File: config.mk
export PLATFORM = sky130hd
export DESIGN_NAME = arb_mux_n_to_1
export DESIGN_NICKNAME = d
export VERILOG_FILES = /design/src/rtl/arb_mux_n_to_1.sv
export SDC_FILE = /design/constraint.sdc
export NUM_CORES = 1
export LEC_CHECK = 0
export ABC_AREA = 1
export CAP_MARGIN = 25
export CORE_MARGIN = 2
export CORE_UTILIZATION = 63
export CTS_CLUSTER_SIZE = 30
export DETAILED_ROUTE_END_ITERATION = 8
export DONT_BUFFER_PORTS = 1
export GPL_TIMING_DRIVEN = 0
export PLACE_DENSITY = 0.79
export SLEW_MARGIN = 25
export SYNTH_ARGS = -nofsm -noshare
export SYNTH_HDL_FRONTEND = slang
export SYNTH_SLANG_ARGS = --single-unit
File: constraint.sdc
create_clock -name clk -period 2.7 [get_ports clk]
set_input_delay 0.27 -clock clk [delete_from_list [all_inputs] [get_ports clk]]
set_output_delay 0.27 -clock clk [all_outputs]
set_load 0.05 [all_outputs]
File: src/rtl/arb_mux_n_to_1.sv
// N-to-1 valid/ready stream mux with one registered output stage.
// The channel is picked either by sel (mode=0) or by a round-robin pointer (mode=1).
module arb_mux_n_to_1 #(
    parameter int N    = 4,
    parameter int W    = 8,
    parameter int LOGN = $clog2(N)
) (
    input  logic              clk,
    input  logic              rstN,
    input  logic              mode,
    input  logic [LOGN-1:0]   sel,
    input  logic [N*W-1:0]    inData,
    input  logic [N-1:0]      inValid,
    output logic [N-1:0]      inReady,
    output logic [W-1:0]      outData,
    output logic              outValid,
    input  logic              outReady,
    output logic [LOGN-1:0]   outChan
);

    logic [W-1:0]    out_data_q, out_data_d;
    logic            out_valid_q, out_valid_d;
    logic [LOGN-1:0] out_chan_q, out_chan_d;
    logic [LOGN-1:0] ptr_q, ptr_d;

    logic            load;
    logic            grant;
    logic            found;
    logic [LOGN-1:0] cand;
    logic            rr_found;
    logic [LOGN-1:0] rr_cand;
    logic [LOGN:0]   rr_sum;
    logic [LOGN-1:0] rr_idx;
    logic [N-1:0]    fixed_hit;
    logic [W-1:0]    chan_data [N];

    assign load  = !out_valid_q || outReady;
    // Gating with rstN keeps every inReady low for as long as reset is held.
    assign grant = rstN && load && found;

    generate
        for (genvar gi = 0; gi < N; gi++) begin : g_chan
            assign chan_data[gi] = inData[gi*W +: W];
            assign fixed_hit[gi] = inValid[gi] && (sel == LOGN'(gi));
            assign inReady[gi]   = grant && (cand == LOGN'(gi));
        end
    endgenerate

    // Scan ptr, ptr+1, ... wrapping at N; the first valid channel wins.
    always_comb begin
        rr_found = 1'b0;
        rr_cand  = '0;
        rr_sum   = '0;
        rr_idx   = '0;
        for (int k = 0; k < N; k++) begin
            rr_sum = {1'b0, ptr_q} + (LOGN+1)'(k);
            if (rr_sum >= (LOGN+1)'(N)) begin
                rr_sum = rr_sum - (LOGN+1)'(N);
            end
            rr_idx = rr_sum[LOGN-1:0];
            if (!rr_found && inValid[rr_idx]) begin
                rr_found = 1'b1;
                rr_cand  = rr_idx;
            end
        end
    end

    // An out-of-range sel matches no fixed_hit bit, so it never grants.
    assign found = mode ? rr_found : (|fixed_hit);
    assign cand  = mode ? rr_cand  : sel;

    always_comb begin
        out_data_d  = out_data_q;
        out_valid_d = out_valid_q;
        out_chan_d  = out_chan_q;
        ptr_d       = ptr_q;
        if (load) begin
            if (found) begin
                out_data_d  = chan_data[cand];
                out_chan_d  = cand;
                out_valid_d = 1'b1;
                if (mode) begin
                    ptr_d = (cand == LOGN'(N-1)) ? '0 : cand + LOGN'(1);
                end
            end else begin
                out_valid_d = 1'b0;
            end
        end
    end

    always_ff @(posedge clk or negedge rstN) begin
        if (!rstN) begin
            out_data_q  <= '0;
            out_valid_q <= 1'b0;
            out_chan_q  <= '0;
            ptr_q       <= '0;
        end else begin
            out_data_q  <= out_data_d;
            out_valid_q <= out_valid_d;
            out_chan_q  <= out_chan_d;
            ptr_q       <= ptr_d;
        end
    end

    assign outData  = out_data_q;
    assign outValid = out_valid_q;
    assign outChan  = out_chan_q;

endmodule

==> results.txt <==
Result of the run -> finished clean
Root cell of the clock tree -> clkbuf_4
CTS tree -> done
Die Span X -> 49.7 um
Flops & latches, synth -> 13
Number of hold violations in the final report -> 0
Worst clock skew on the final layout -> 4.09 ps
Total power -> 2.10 mW
Final net count -> 272
Starting utilization of the core area -> 67.2%
Worst hold margin -> 228 ps
Number of global-route vias before repair -> 1198
Required time at the endpoint of the critical path -> 2430 ps
Crit Path Class -> register to primary output
Post-placement cell area -> 0.00136 mm2
Total congestion overflow after global routing -> 0
Clock latency on the worst-skew pair -> 280 ps
Count of input and output buffers -> 0
Number of inserted filler cells in the final layout -> 180
Total via count after detailed routing -> 1380
Gr usage total -> 26.4%
Transition at the pin with the smallest max-transition slack -> 564 ps
Arrival @ worst endpoint -> 2370 ps
Number of antenna-violating nets in the routed design -> 0
Antenna cells -> 0
Number of warning messages in the yosys log -> 0
Weighted congestion reported at the end of routability-driven placement -> 0.888
Count of unresolved DRC violations after routing -> 0
CP Capture Type -> primary output
EDFF count, synth -> 0
I/O pin count -> 57
Hold/Removal Path Class -> input port to register
Number of max-cap violations -> 0
Post-synth cell types -> 25
Fraction of the core area covered by cells at the end of the flow -> 76.7%
Share of total power consumed by net switching -> 61.0%
Library cell with the largest summed area after synthesis -> nand2_1
Setup TNS Final -> 0 ps
Post-Layout Inst Area -> 0.00151 mm2
DRC marker count from the first detailed-route iteration -> 35
Max transition margin -> 62.3%
Post-synthesis cell area -> 0.00132 mm2
Number of placement rows -> 16
Clock input transition at the sequential cells of the worst setup and hold paths -> 70 ps
Global-route wire length before repair -> 5.13 mm
Maximum net fanout on the critical path -> 6
Most frequent cell after synthesis -> nand2_1
Critical path launch point type -> register
Syn_nets -> 261
Total iterations of the first detailed-routing run -> 4
Initial antenna violation count -> 0
Dominant register cell in the synthesized netlist -> dfrtp_1
Setup Viol. Count Final -> 0
Leakage dissipation -> 0.831 nW
Largest net degree at the start of global routing -> 14
Count of pins over their slew limit -> 0
Number of vias per cell after detailed routing -> 5.39
Clock share of power -> 5.7%
Part of the power in registers -> 28.5%
Share of total power in combinational logic -> 65.8%
Min Clock Period, post-route -> 2640 ps
Routed wirelength normalized by instance count -> 13.1 um
Internal power -> 818 uW
Share of the clock period used by the worst path after layout -> 97.8%
Setup repair after global routing missed its margin -> true
Cell count after synthesis -> 219
Total CTS buffers -> 3
Clk sinks -> 13
Sequential share of the synthesized area -> 24.7%
Area contributors post-synth -> nand2_1 32%, dfrtp_1 25%, nand3_1 8.7%
Overall routed net length -> 3.36 mm
Number of levels the H-tree was split into -> 1
Commonest cells post-synth -> 114 x nand2_1, 23 x nand3_1, 18 x nand2_2, 13 x dfrtp_1, 11 x inv_1
Die span in y -> 49.7 um
Clock tree buffer depth -> 2
Power density of the placed cells -> 1390 mW/mm2
Layout overhead on the synthesized area -> 14.2%
Average footprint of a synthesized cell -> 6.02 um2
Highest ir drop seen on vdd -> 1.09 mV
Maximum clock frequency -> 379 MHz
Switch Pwr -> 1.28 mW
Fraction of post-synthesis cell area in the top cell type by area -> 32.5%
Proportion of layout cells with a drive suffix above 1 -> 27.5%
Area of the core -> 0.00196 mm2
Floorplan die area -> 0.00247 mm2
Placed wire-length estimate after detailed placement -> 2.43 mm
Async S/R FF share, synth -> 100%
==> state kept, by name, indices dropped and copies added, names as in the netlist <==
name and count:
outChan 2, outData 8, outValid 1, ptr_q 2
==> layout make-up <==
| class | instances | area [um2] | area share (%) |
|---|---|---|---|
| Inverter | 17 | 73.8 | 4.90 |
| Sequential cell | 13 | 327 | 21.7 |
| Multi-Input combinational cell | 183 | 945 | 62.8 |
| Timing Repair Buffer | 7 | 58.8 | 3.91 |
| Tap cell | 27 | 33.8 | 2.24 |
| Buffer | 5 | 41.3 | 2.74 |
| Clock buffer | 4 | 26.3 | 1.75 |
==> stage by stage <==
| step | setup WS (ps) | instances |
|---|---|---|
| final | 58.9 | 256 |
| after global routing | -71.5 | 256 |
| after CTS | 7.24 | 251 |
| after detailed placement | 25.0 | 246 |
| after global placement | 83.7 | 246 |
| after floorplan | 254 | 219 |
==> critical path: stages (launching register included) <==
cell	delay, ps
dfrtp_1	380
buf_6	140
buf_6	140
nand2_2	60
nand2_2	60
nand2_2	60
nand2_2	70
nor2_4	150
nand2_1	80
o21ai_2	140
inv_1	50
nand3_1	70
nand2_2	80
buf_6	130
nor3_4	480
==> what timing repair did <==
action,CTS,global route
hold buffers,1,0
cloned,0,0
resized for setup,7,20
endpoints found under the setup margin,4,4
pin swaps,1,16
setup buffers,0,6
hold endpoints to repair,13,0
==> power by group through the flow <==
stage	logic [mW]	clock network, mW	registers (mW)
final	1.38	0.119	0.598
after global routing	1.54	0.127	0.610
after detailed placement	1.21	0	0.596
after global placement	1.17	0	0.593
after CTS	1.25	0.119	0.592
after floorplan	1.04	0	0.580
==> per-layer routing <==
layer,track usage (%),vias up,share of wire (%)
met4,8.33,0,1.7
met1,33.8,618,42
met3,5.15,7,7.0
met2,44.7,54,49
met5,0,-,0
li1,-,701,-
==> cell families after synthesis <==
group,synth area share (%)
buffers and inverters,9.59
AND/OR/NAND/NOR,59.7
AO/OA/AOI/OAI,5.98
flip-flops,24.7
==> placed cells by master, fill, tap and decap left out, types with 2 or more instances in the layout <==
cell type  Yosys  routed
clkbuf_1       2       3
clkbuf_4       0       3
o21ai_0        5       5
inv_2          5       4
nor2_4         1       4
inv_1         11      11
nand2_8        2       2
nor2_1         5       3
nand2_1      114     105
dfrtp_1       13      12
nand2_4        2       3
a21oi_1        2       2
o21ai_2        2       3
nand2_2       18      26
nand3_1       23      22
nand3_2        1       2
buf_6          2       4
buf_4          0       5
nor3_4         0       2
==> worst paths after layout <==
path,from,end,slack (ps),cells past startpoint
max,ptr_q[0],inReady[2],60,14
min,outReady,outValid,230,3
max reg2reg,ptr_q[0],outData[1],580,18
min reg2reg,ptr_q[1],ptr_q[1],690,2
max in group asynchronous,rstN,ptr_q[1],1880,1
min in group asynchronous,rstN,outData[6],420,1
No activity file was read; power rests on OpenSTA's default activity.
